==> config.mk <==
export PLATFORM = sky130hd
export DESIGN_NAME = ram_sp_arbiter
export DESIGN_NICKNAME = d
export VERILOG_FILES = /design/src/rtl/ram_sp_arbiter_pkg.sv /design/src/rtl/ram_sp_async_read.sv /design/src/rtl/ram_sp_arbiter.sv
export SDC_FILE = /design/constraint.sdc
export NUM_CORES = 1
export LEC_CHECK = 0
export ABC_AREA = 1
export CAP_MARGIN = 20
export CORE_MARGIN = 10
export CORE_UTILIZATION = 55
export DETAILED_ROUTE_END_ITERATION = 8
export PLACE_DENSITY = 0.76
export SLEW_MARGIN = 20
export SYNTH_ARGS = -nofsm -noshare
export SYNTH_HDL_FRONTEND = slang
export SYNTH_SLANG_ARGS = --single-unit
==> constraint.sdc <==
create_clock -name clk -period 4.87 [get_ports clk]
set_input_delay 0.7305 -clock clk [delete_from_list [all_inputs] [get_ports clk]]
set_output_delay 0.7305 -clock clk [all_outputs]
set_load 0.005 [all_outputs]
==> src/rtl/ram_sp_arbiter_pkg.sv <==
// Shared definitions for the two-port arbiter in front of the single-port RAM:
// default widths and the ownership FSM encoding.
package ram_sp_arbiter_pkg;

    localparam int DATA_W_DEF = 8;
    localparam int ADDR_W_DEF = 4;

    typedef enum logic [1:0] {
        IDLE = 2'd0,
        OWN0 = 2'd1,
        OWN1 = 2'd2
    } arb_state_t;

endpackage

==> src/rtl/ram_sp_async_read.sv <==
// Single-port RAM: synchronous write and combinational (asynchronous) read.
module ram_sp_async_read
    import ram_sp_arbiter_pkg::*;
#(
    parameter int DATA_W = DATA_W_DEF,
    parameter int ADDR_W = ADDR_W_DEF
) (
    input  logic              clk,
    input  logic              write_en,
    input  logic [ADDR_W-1:0] address,
    input  logic [DATA_W-1:0] data_in,
    output logic [DATA_W-1:0] data_out
);

    logic [DATA_W-1:0] mem [1 << ADDR_W];

    // NOTE: the storage array has no reset; clearing it would turn the RAM into flops.
    always_ff @(posedge clk) begin
        if (write_en) begin
            mem[address] <= data_in;
        end
    end

    assign data_out = mem[address];

endmodule

==> src/rtl/ram_sp_arbiter.sv <==
// Two-requester round-robin arbiter with lock-based ownership in front of a
// single-port RAM; one access per cycle, read data registered per requester.
module ram_sp_arbiter
    import ram_sp_arbiter_pkg::*;
#(
    parameter int DATA_W = DATA_W_DEF,
    parameter int ADDR_W = ADDR_W_DEF
) (
    input  logic              clk,
    input  logic              rst_n,
    input  logic              req0,
    input  logic              req1,
    input  logic              we0,
    input  logic              we1,
    input  logic              lock0,
    input  logic              lock1,
    input  logic [ADDR_W-1:0] addr0,
    input  logic [ADDR_W-1:0] addr1,
    input  logic [DATA_W-1:0] wdata0,
    input  logic [DATA_W-1:0] wdata1,
    output logic              gnt0,
    output logic              gnt1,
    output logic [DATA_W-1:0] rdata0,
    output logic [DATA_W-1:0] rdata1,
    output logic              rvalid0,
    output logic              rvalid1
);

    arb_state_t        state;
    logic              favour1;   // round-robin pointer: 0 favours requester 0
    logic              write_en;
    logic [ADDR_W-1:0] address;
    logic [DATA_W-1:0] data_in;
    logic [DATA_W-1:0] data_out;

    // NOTE: every output of a combinational block gets a default first so no latch is inferred.
    always_comb begin
        gnt0 = 1'b0;
        gnt1 = 1'b0;
        if (rst_n) begin
            case (state)
                IDLE: begin
                    if (req0 && (!req1 || !favour1)) gnt0 = 1'b1;
                    else if (req1)                   gnt1 = 1'b1;
                end
                OWN0:    gnt0 = req0;
                OWN1:    gnt1 = req1;
                default: ;
            endcase
        end
    end

    always_comb begin
        write_en = 1'b0;
        address  = '0;
        data_in  = '0;
        if (gnt0) begin
            write_en = we0;
            address  = addr0;
            data_in  = wdata0;
        end else if (gnt1) begin
            write_en = we1;
            address  = addr1;
            data_in  = wdata1;
        end
    end

    ram_sp_async_read #(
        .DATA_W (DATA_W),
        .ADDR_W (ADDR_W)
    ) u_ram (
        .clk      (clk),
        .write_en (write_en),
        .address  (address),
        .data_in  (data_in),
        .data_out (data_out)
    );

    // NOTE: state registers use non-blocking assignments so every flop samples pre-edge values.
    always_ff @(posedge clk or negedge rst_n) begin
        if (!rst_n) begin
            state   <= IDLE;
            favour1 <= 1'b0;
            rvalid0 <= 1'b0;
            rvalid1 <= 1'b0;
            rdata0  <= '0;
            rdata1  <= '0;
        end else begin
            rvalid0 <= gnt0 && !we0;
            rvalid1 <= gnt1 && !we1;
            if (gnt0 && !we0) rdata0 <= data_out;
            if (gnt1 && !we1) rdata1 <= data_out;

            if (gnt0)      favour1 <= 1'b1;
            else if (gnt1) favour1 <= 1'b0;

            // Releasing ownership overrides the per-grant pointer update.
            case (state)
                IDLE: begin
                    if (gnt0 && lock0)      state <= OWN0;
                    else if (gnt1 && lock1) state <= OWN1;
                end
                OWN0: begin
                    if (!lock0) begin
                        state   <= IDLE;
                        favour1 <= 1'b1;
                    end
                end
                OWN1: begin
                    if (!lock1) begin
                        state   <= IDLE;
                        favour1 <= 1'b0;
                    end
                end
                default: state <= IDLE;
            endcase
        end
    end

endmodule

# After elaboration in Yosys (flattened, before gate mapping)
# Memories as Yosys holds them, arrays and structs flattened.
# Cells that the tools add are included.
# totals
elab_cells	49
ramBits	128
regBits	21
output_inout_bits	20
n_memories	1
inputBits	32
# memory_table
name	depth	width	read_ports	rd_ports_with_merged_regs	write_ports	line_no	text
u_ram.mem	16	8	1	0	1	ram_sp_async_read.sv:15	logic [DATA_W-1:0] mem [1 << ADDR_W];
# classes
n_mux	25
reduce_logical	12
n_eq_ne	5
# ops
op	count
2-to-1 mux 8 bit	2
2-to-1 mux 1 bit	13
2-to-1 mux 2 bit	4
2-to-1 mux 4 bit	2
one-hot mux 1 bit (2 select lines)	3
one-hot mux 2 bit (3 select lines)	1
logical AND 1 bit	5
logical NOT 1 bit	4
!= test 2 bit, second input constant	2
!= test 3 bit, second input constant	1
AND reduction 3 bit	1
equality test 2 x 1 -> 1 bit, second input constant	1
equality test 2 bit, second input constant	1
logical NOT 2 bit	1
logical OR 1 bit	1

# Depth between registers and ports, before layout
# logic_depth
ltp_word	10
mapped_depth	17

# Modules after synthesis
# Synthesis repeated with hierarchy kept, for this count alone.
# hier_totals
hier_cells	700
area_unflattened_um2	6686.4
# modules_own_cells
module	cells_each	instances	area_per_inst_um2
ram_sp_async_read	540	1	5432.7
ram_sp_arbiter	160	1	1253.7

# Worst setup path after synthesis
# Ideal clock, no wire load.
# synth_timing
path_type	in2reg
from	in req1
to	mem u_ram.mem[0][0] (netlist name) (enable)
required_ns	4.500
stages	10
n_path_buf	1
arrival_time_ns	2.207
setup_slack_ns	2.292
path_cell_list	nand2_1 nand2_1 nand2_1 nand2_1 buf_6 o21ai_1 inv_1 nor2_1 inv_1 nor2_1
# synth_via
elab_chain_len	10
elab_cells_between_ends	16
cone_classes	mux (13); reduce/logical (3)
# synth_rtl
element	line_no	text
start, declared	ram_sp_arbiter.sv:12	input logic req1,
logical NOT 1 bit	ram_sp_arbiter.sv:43	if (req0 && (!req1 || !favour1)) gnt0 = 1'b1;
logical OR 1 bit	ram_sp_arbiter.sv:43	
logical AND 1 bit	ram_sp_arbiter.sv:43	
2-to-1 mux 1 bit	ram_sp_arbiter.sv:43	
one-hot mux 1 bit (2 select lines)	ram_sp_arbiter.sv:41	case (state)
2-to-1 mux 1 bit	ram_sp_arbiter.sv:40	if (rst_n) begin
2-to-1 mux 1 bit	ram_sp_arbiter.sv:61	end else if (gnt1) begin
2-to-1 mux 1 bit	ram_sp_arbiter.sv:57	if (gnt0) begin
2-to-1 mux 1 bit	ram_sp_async_read.sv:19	if (write_en) begin
2-to-1 mux 1 bit (not written as such)	ram_sp_async_read.sv:20	mem[address] <= data_in;
end, declared	ram_sp_async_read.sv:15	
# Parallel ways exist; a longest one is shown, timed or not.

# Worst setup path after layout
# layout_timing
from	in req1
to	mem u_ram.mem[14][2] (netlist name) (enable)
# The elaborated chain is that of the path after synthesis.

==> results.py <==
metrics = {
    "critical_path": {
        "crit_path_start_kind": "input pin",
        "slowest_delay_ns": 0.63,
        "path_max_fanout": 34,
        "critical_path_required_ns": 4.92,
        "worstPathArrival_ns": 3.65,
        "critPathTopFamily": "simple AND/OR/NAND/NOR gates",
        "slowest_stage": "nor2_1",
        "cp-end-kind": "flip-flop",
        "path_cells": "clkdlybuf4s50_1 -> nand2_1 -> nand2_1 -> nand2_1 -> nand2_1 -> buf_4 -> inv_1 -> nand2_1 -> o21ai_2 -> buf_4 -> nand3_1 -> nor2_1",
        "path_buf_inv": 4,
        "crit_top_cell": "nand2_1",
        "critical_path_class": "input pin to flip-flop",
    },
    "cells_and_area": {
        "layout_commonest_cell": "nand2_1",
        "drive_above_1_share_pct": 7.02,
        "num-fill-cells": 915,
        "final_nets": 763,
        "syn_to_final_growth_pct": 17.4,
        "fin_area_um2": 7800,
        "utilization_pct": 65.5,
        "diodes": 0,
        "layout_common_cells": "nand2_1 (327), edfxtp_1 (128), nand3_1 (85)",
    },
    "timing": {
        "setup_viol": 0,
        "tightest_slew_ns": 1.03,
        "hold_viol": 0,
        "period_needed_ns": 3.60,
        "fin_ws_ns": 1.27,
        "fin_tns_setup_ns": 0,
        "rsz0062_at_grt": "false",
        "finalCritPeriodShare_pct": 73.9,
        "clock_skew_ns": 0.00487,
        "drv_slew": 0,
        "slew_headroom_pct": 31.5,
        "fmax_mhz": 278,
    },
    "synth": {
        "synth_top_cell_by_area": "edfxtp_1",
        "synth.net_count": 713,
        "yosys_warnings": 0,
        "synth.avg_cell_area_um2": 9.80,
        "ys_seq_area_share_pct": 65.7,
        "synth_top_area_share_pct": 57.8,
        "yosys-top-cells-area": "edfxtp_1 (58%), nand2_1 (18%), dfrtp_1 (7.9%), nand3_1 (6.4%), o21ai_1 (1.4%)",
        "synthesis.area_um2": 6650,
        "synthCells": 678,
        "yosysUniqueCellTypes": 22,
        "ys_ff_latch": 149,
    },
    "min_path": {
        "hold_class": "flip-flop to flip-flop",
    },
    "placement": {
        "place.gp.congestion": 0.860,
        "portBuffers": 51,
        "place.detailed.hpwl_um": 10800,
        "place_area_um2": 7260,
        "pre_cts_slack_ns": 0.849,
    },
    "drt": {
        "first_pass_iters": 6,
        "drt-total-wl_um": 16600,
        "ant_nets": 0,
        "routedWlPerCell_um": 18.7,
        "num_vias": 5003,
        "via_per_inst": 5.63,
        "first_iter_violations": 631,
        "drc": 0,
    },
    "power_and_ir_drop": {
        "leakage_nw": 3.30,
        "fin_total_pwr_mw": 3.82,
        "p_per_area_nw_per_um2": 489,
        "max-vdd-ir-drop_uv": 251,
    },
    "clock_network": {
        "clk_pin_slew_worst_paths_ns": 0.06,
        "clockBufferDepth": 2,
        "cts_buffers": 17,
        "insertion_delay_ns": 0.42,
        "cts_hold_buf": 0,
        "cts_root_buf": "clkbuf_16",
        "htree_levels": 4,
        "cts_setup_buffers": 0,
        "cts_tree": "done",
        "cts_sinks": 149,
        "cts_resized": 0,
    },
    "die": {
        "rows": 40,
        "ios": 52,
        "die-area_um2": 16900,
        "initial_core_util_pct": 55.8,
        "die_h_um": 130,
        "core_area_um2": 11900,
        "dieWidth_um": 130,
    },
    "global_route": {
        "antenna_found_initial": 0,
        "grt-ovfl-total": 0,
        "grt_pass1_wl_um": 26000,
        "grt_pass1_vias": 4843,
        "grt_max_degree": 58,
        "grt_usage_pct": 20.4,
    },
    "run": {
        "cap_viol_max_count": 0,
    },
    "run_status": {
        "outcome": "completed",
    },
}
## worst register-to-register path, cell delays in order, from the launching register on
cell	delay (ns)
dfrtp_1	0.38
inv_1	0.10
ha_1	0.24
nand2_1	0.08
nand2_1	0.07
nand2_1	0.17
buf_4	0.24
inv_1	0.36
nand2_1	0.12
o21ai_2	0.08
buf_4	0.35
nand3_1	0.32
nor2_1	0.63
## report_power, final
part           total, mW  switching [mW]  leakage (nW)  internal [mW]
Sequential          1.60          0.0542          1.41           1.55
Clock               1.20           0.479         0.280          0.718
Combinational       1.02           0.660          1.61          0.360
## cells in the mapped netlist
cell type / instances
dfrtp_1: 21
o21ai_2: 2
buf_2: 12
o21ai_1: 18
nand2_2: 2
nand3_1: 85
buf_1: 1
ha_1: 3
buf_6: 5
a21oi_1: 4
nor2_1: 24
a32oi_1: 1
nand2_1: 327
nand4_1: 1
inv_1: 17
clkbuf_1: 6
buf_4: 7
a31oi_1: 1
o21ai_0: 11
a21oi_4: 1
or2_1: 1
edfxtp_1: 128
## cells by family after synthesis
| family | Yosys count | synth area share [%] |
|---|---|---|
| compound gates | 38 | 3.22 |
| simple gates | 440 | 26.6 |
| buf+inv | 48 | 3.90 |
| flops | 149 | 65.7 |
| fa+ha+maj | 3 | 0.565 |
## state kept, by name (all words and copies together), names as in the netlist
register and flops:
favour1 1, u_ram.mem 128, state 2, rvalid0 1, rdata1 8, rvalid1 1
rdata0 8
## metal layers
| layer | vias to the layer above | GRT usage (%) | share of wire, % |
|---|---|---|---|
| li1 | 2372 | - | - |
| met1 | 2330 | 26.2 | 42 |
| met2 | 266 | 31.6 | 46 |
| met3 | 35 | 6.21 | 10 |
| met4 | 0 | 8.40 | 2.5 |
| met5 | - | 0 | 0 |
## path summary, 6_finish.rpt
check | startpoint | to | slack (ns) | cells after the start
min | rdata1[0] | rdata1[0] | 0.48 | 2
min in group asynchronous | rst_n | rdata1[7] | 0.72 | 2
max in group asynchronous | rst_n | rdata1[2] | 3.92 | 2
min reg2reg | rdata1[0] | rdata1[0] | 0.48 | 2
max reg2reg | state[0] | u_ram.mem[14][2] | 1.36 | 12
max | req1 | u_ram.mem[14][2] | 1.27 | 12
## through the flow
stage / hold WS [ns] / instances
final: 0.476 / 888
after detailed placement: 0.465 / 856
after CTS: 0.480 / 888
after floorplan: 0.435 / 678
after global routing: 0.505 / 888
after global placement: 0.464 / 856
## cell type report
type | instances | area, µm² | area share (%)
well taps | 147 | 184 | 2.36
inverters | 17 | 63.8 | 0.818
clock buffers | 24 | 503 | 6.44
multi-input cells | 481 | 2050 | 26.2
clock inverters | 8 | 46.3 | 0.593
repair buffers | 62 | 593 | 7.60
flip-flops and latches | 149 | 4370 | 56.0
Note: power is estimated with default switching activity, not from simulation.
